`src/rtl/puzzle_pkg.sv`:
```
// puzzle_pkg: shared register indices, direction codes, geometry and FSM states for the move sequencer
package puzzle_pkg;
  localparam int NCELL = 7;
  localparam int CELL_W = 4;
  localparam int BOARD_W = NCELL * CELL_W;
  localparam logic [3:0] REG_BOARD = 4'd0;
  localparam logic [3:0] REG_IDEAL = 4'd1;
  localparam logic [3:0] REG_PLACE = 4'd2;
  localparam logic [3:0] REG_CNT = 4'd7;
  localparam logic [3:0] REG_IGNORE = 4'd15;
  typedef enum logic [1:0] {
    DIR_LEFT  = 2'b00,
    DIR_RIGHT = 2'b01,
    DIR_CHECK = 2'b10,
    DIR_RSVD  = 2'b11
  } dir_t;
  typedef enum logic [2:0] {
    S_IDLE,
    S_READ,
    S_WR_BOARD,
    S_WR_PLACE,
    S_WR_CNT,
    S_CHECK,
    S_RESP
  } state_t;
endpackage

```
`src/rtl/board_swap.sv`:
```
// board_swap: combinational exchange of two cells of a packed board
module board_swap
  import puzzle_pkg::*;
(
  input  logic [BOARD_W-1:0] board,
  input  logic [2:0]         idx_a,
  input  logic [2:0]         idx_b,
  output logic [BOARD_W-1:0] swapped
);
  logic [CELL_W-1:0] cell_a, cell_b;
  assign cell_a = CELL_W'(board >> (CELL_W * idx_a));
  assign cell_b = CELL_W'(board >> (CELL_W * idx_b));
  always_comb begin
    swapped = board;
    for (int i = 0; i < NCELL; i++) begin
      if (idx_a == 3'(i)) swapped[i*CELL_W +: CELL_W] = cell_b;
      if (idx_b == 3'(i)) swapped[i*CELL_W +: CELL_W] = cell_a;
    end
  end
endmodule

```
`src/rtl/move_sequencer.sv`:
```
// move_sequencer: executes one puzzle move per command against a 16x28-bit register file
module move_sequencer
  import puzzle_pkg::*;
(
  input  logic               clk,
  input  logic               rst_n,
  input  logic               cmd_valid,
  output logic               cmd_ready,
  input  logic [1:0]         cmd_dir,
  output logic [3:0]         rf_src0,
  output logic [3:0]         rf_src1,
  input  logic [BOARD_W-1:0] rf_data0,
  input  logic [BOARD_W-1:0] rf_data1,
  input  logic [BOARD_W-1:0] rf_cnt,
  output logic [3:0]         rf_dst,
  output logic               rf_we,
  output logic [BOARD_W-1:0] rf_wdata,
  output logic               rsp_valid,
  output logic               rsp_ok,
  output logic               rsp_solved
);
  state_t state, next;
  dir_t dir_q;
  logic [BOARD_W-1:0] board_q, swapped;
  logic [2:0] place_q, place_in, target;
  logic ok_q, legal;
  assign place_in = rf_data1[2:0];
  assign legal = (dir_q == DIR_LEFT && place_in != 3'd0 && place_in != 3'd7) ||
                 (dir_q == DIR_RIGHT && place_in < 3'd6);
  assign target = dir_q == DIR_LEFT ? place_q - 3'd1 : place_q + 3'd1;
  board_swap u_swap (
    .board  (board_q),
    .idx_a  (place_q),
    .idx_b  (target),
    .swapped(swapped)
  );
  always_ff @(posedge clk) begin
    if (!rst_n) begin
      state      <= S_IDLE;
      rsp_ok     <= 1'b0;
      rsp_solved <= 1'b0;
    end else begin
      state <= next;
      if (state == S_IDLE && cmd_valid) dir_q <= dir_t'(cmd_dir);
      if (state == S_READ) begin
        board_q <= rf_data0;
        place_q <= place_in;
        ok_q    <= legal || dir_q == DIR_CHECK;
      end
      // reserved commands answer straight from READ without a compare
      if (state == S_READ && dir_q == DIR_RSVD) begin
        rsp_ok     <= 1'b0;
        rsp_solved <= 1'b0;
      end
      if (state == S_CHECK) begin
        rsp_ok     <= ok_q;
        rsp_solved <= rf_data0 == rf_data1;
      end
    end
  end
  always_comb begin
    next      = state;
    cmd_ready = 1'b0;
    rsp_valid = 1'b0;
    rf_src0   = REG_BOARD;
    rf_src1   = REG_IDEAL;
    rf_we     = 1'b0;
    rf_dst    = REG_IGNORE;
    rf_wdata  = '0;
    case (state)
      S_IDLE: begin
        cmd_ready = 1'b1;
        next      = cmd_valid ? S_READ : S_IDLE;
      end
      S_READ: begin
        rf_src1 = REG_PLACE;
        next    = dir_q == DIR_RSVD ? S_RESP : legal ? S_WR_BOARD : S_CHECK;
      end
      S_WR_BOARD: begin
        rf_we    = 1'b1;
        rf_dst   = REG_BOARD;
        rf_wdata = swapped;
        next     = S_WR_PLACE;
      end
      S_WR_PLACE: begin
        rf_we    = 1'b1;
        rf_dst   = REG_PLACE;
        rf_wdata = BOARD_W'(target);
        next     = S_WR_CNT;
      end
      S_WR_CNT: begin
        rf_we    = 1'b1;
        rf_dst   = REG_CNT;
        rf_wdata = rf_cnt + BOARD_W'(1);
        next     = S_CHECK;
      end
      S_CHECK: next = S_RESP;
      S_RESP: begin
        rsp_valid = 1'b1;
        next      = S_IDLE;
      end
      default: next = S_IDLE;
    endcase
  end
endmodule
```
`config.mk`:
```
export PLATFORM = sky130hd
export DESIGN_NAME = move_sequencer
export DESIGN_NICKNAME = d
export VERILOG_FILES = /design/src/rtl/puzzle_pkg.sv /design/src/rtl/board_swap.sv /design/src/rtl/move_sequencer.sv
export SDC_FILE = /design/constraint.sdc
export NUM_CORES = 1
export LEC_CHECK = 0
export BUFFER_PORTS_ARGS = -buffer_cell sky130_fd_sc_hd__buf_2
export CAP_MARGIN = 25
export CORE_AREA = 4 4 108 110
export CTS_BUF_LIST = sky130_fd_sc_hd__clkbuf_4 sky130_fd_sc_hd__clkbuf_8
export CTS_CLUSTER_DIAMETER = 60
export DETAILED_ROUTE_END_ITERATION = 8
export DIE_AREA = 0 0 112 114
export PLACE_DENSITY = 0.63
export SKIP_LAST_GASP = 1
export SLEW_MARGIN = 30
export SYNTH_ARGS = -nofsm -noshare
export SYNTH_HDL_FRONTEND = slang
export SYNTH_SLANG_ARGS = --single-unit
```
`constraint.sdc`:
```
create_clock -name clk -period 5.4 [get_ports clk]
set_input_delay 0.81 -clock clk [delete_from_list [all_inputs] [get_ports clk]]
set_output_delay 0.81 -clock clk [all_outputs]
set_load 0.005 [all_outputs]
```
==> impl_metrics.py <==
metrics = {
    "pwr": {
        "pwr-share-clk": 0.248,
        "swShare": 0.336,
        "irDropWorstVdd_mv": 0.169,
        "leakagePower_nw": 1.87,
        "power_frac_seq": 0.392,
        "switching_power_mw": 0.332,
        "intPower_mw": 0.656,
        "power_density_nw_per_um2": 216,
        "total_power_mw": 0.987,
        "p_comb_frac": 0.360,
    },
    "place": {
        "pre_cts_ws_ps": 1170,
        "port_buffers": 127,
        "hpwlAfterDp_mm": 9.94,
        "finalWeightedCongestion": 0.907,
    },
    "global_route": {
        "grt_pass1_vias": 3736,
        "grt_max_degree": 33,
        "grt_antenna_before_repair": 0,
        "grt_pass1_wl_mm": 19.6,
        "overflow": 0,
        "grt_use_total": 0.191,
    },
    "route": {
        "vias": 3770,
        "via_per_inst": 5.52,
        "drc_errors": 0,
        "dr_wl_met3_mm": 1.07,
        "wl_met1_mm": 5.59,
        "wl_per_cell_um": 18.2,
        "antenna_left": 0,
        "wl_mm": 12.4,
        "first_iter_violations": 292,
        "wl_met2_mm": 5.51,
        "drt_first_pass_iters": 5,
        "top_layer": "met4",
    },
    "sta": {
        "tns_ps": 0,
        "clock.fmax_mhz": 217,
        "setup-violations-final": 0,
        "tightest_slew_ps": 989,
        "slew_viol_final": 0,
        "final.setup.worst_slack_ps": 790,
        "fin_skew_ps": 4.09,
        "hold_viol_final": 0,
        "fin_crit_ps": 4610,
        "rsz0062_at_grt": "false",
        "slew_headroom": 0.341,
        "finalCritPeriodShare": 0.854,
    },
    "setup_path": {
        "path_cells": "inv_2, ha_1, or3_4, nand2_4, mux4_2, mux2_2, a221o_1, buf_2",
        "start_kind": "flop",
        "startpoint": "place_q[0]",
        "end_kind": "primary output",
        "worst-path-max-fanout": 27,
        "cp.required_ps": 4590,
        "critPathMaxStageDelay_ps": 1000,
        "critical_path_class": "flop to primary output",
        "crit_arrival_ps": 3800,
        "r2r-start": "state[0]",
        "critPathSlowestCell": "edfxtp_1",
    },
    "logic_synthesis": {
        "synth_ff_type": "edfxtp_1",
        "synth.ff_latch_count": 39,
        "syn_area_per_cell_um2": 8.84,
        "synthCells": 419,
        "syn-cell-area_um2": 3700,
        "ys_seq_area_frac": 0.303,
        "synth_cell_types": 59,
        "synth_enable_flop_cells": 34,
        "synthArstFlopShare": 0,
        "yosys_warnings": 0,
    },
    "job": {
        "maxCapViolations": 0,
    },
    "die": {
        "coreArea_um2": 10700,
        "start_util": 0.346,
        "io_pins": 134,
        "die_w_um": 112,
        "die-area_um2": 12800,
        "die_height_um": 114,
        "rows": 38,
    },
    "clocking": {
        "numCtsBuffers": 5,
        "cts-root-buf": "clkbuf_8",
        "clk_pin_slew_ps": 70,
        "clock-sinks": 39,
        "cts.repair.resized": 0,
        "postCtsSetupBuffers": 0,
        "clock_path_buffers": 2,
        "clock_latency_ps": 280,
        "ctsHoldBuffers": 0,
        "h-tree-depth": 2,
        "cts_tree": "done",
    },
    "final_layout": {
        "fillers": 1090,
        "drive_gt1_frac": 0.320,
        "n_antenna_cell": 0,
        "layout_common_cells": "127 x buf_2, 57 x nand2_1, 37 x xnor2_1, 34 x edfxtp_1, 21 x o21ai_0",
        "nets": 638,
        "syn_to_final_growth_pct": 23.6,
        "final_common_cell": "buf_2",
        "fin_util": 0.428,
    },
    "worst_hold_path": {
        "hp-class": "flop to flop",
        "hp-start": "rsp_ok",
    },
    "outcome": {
        "status": "finished, final reports clean",
    },
}
## power groups by stage
stage | combinational, mW | sequential [mW] | clock [mW]
5_1_grt | 0.393 | 0.389 | 0.268
6_report | 0.355 | 0.387 | 0.245
2_1_floorplan | 0.223 | 0.372 | 0
3_5_place_dp | 0.353 | 0.393 | 0
3_3_place_gp | 0.347 | 0.392 | 0
4_1_cts | 0.355 | 0.386 | 0.250
## layout make-up
class                           count  area (um^2)  share of cell area
Multi-Input combinational cell    342         2400               0.524
Sequential cell                    39         1120               0.245
Timing Repair Buffer              133          688               0.150
Tap cell                          140          175              0.0383
Clock buffer                        6         82.6              0.0180
Inverter                           21         78.8              0.0172
Clock inverter                      2         35.0             0.00765
## final timing paths
path                               endpoint  slack, ps  cells after the start
worst min register to register       rsp_ok        520                      2
worst max-delay path            rf_wdata[7]        790                      8
worst min-delay path                 rsp_ok        520                      2
worst max register to register  board_q[22]       3560                      3
## flip-flops by register name, indices dropped and copies added, names as in the netlist
register	flops
state	3
place_q	3
rsp_solved	1
rsp_ok	1
dir_q	2
board_q	28
ok_q	1
## cell families after synthesis
kind of cell / synth area share
compound gates: 0.188
xor+xnor: 0.130
fa+ha+maj: 0.0236
buf+inv: 0.0564
flops: 0.303
mux: 0.0875
other cells: 0.00101
simple gates: 0.210
## per-layer routing
layer	track usage	vias to the layer above
li1	-	1817
met1	0.262	1743
met2	0.309	192
met3	0.0355	18
met4	0.0537	0
met5	0	-
## per-stage QoR
| step | area (um^2) | instances | hold WS [ps] |
|---|---|---|---|
| after floorplan | 3720 | 424 | 500 |
| after global placement | 4430 | 673 | 500 |
| after detailed placement | 4460 | 675 | 506 |
| after CTS | 4580 | 683 | 524 |
| after global routing | 4580 | 683 | 541 |
| final | 4580 | 683 | 519 |
## cells in the mapped netlist (5+ instances only)
master,instances,area share
nand2_1,57,0.058
xnor2_1,37,0.087
edfxtp_1,34,0.28
o21ai_0,21,0.028
o22ai_1,19,0.032
inv_1,18,0.018
xor2_1,18,0.043
nand3_1,17,0.023
nand4_1,15,0.025
a31oi_1,14,0.024
mux2_2,10,0.030
a21oi_1,9,0.012
buf_4,9,0.018
nor2_1,8,0.0081
nor3_1,8,0.011
and3_1,7,0.012
ha_1,7,0.024
mux2i_1,7,0.019
a221o_1,6,0.016
clkbuf_1,6,0.0061
a221oi_1,5,0.012
buf_2,5,0.0068
dfxtp_1,5,0.027
mux4_2,5,0.030
nor2b_1,5,0.0084
o211ai_1,5,0.010
## worst max-delay path: cells and delay by family (launching register included)
family	cells	cell delay [ps]
flops	1	1000
mux	2	670
fa+ha+maj	1	480
simple gates	2	540
buf+inv	2	430
compound gates	1	380
Power figures use the tool's default switching activity.
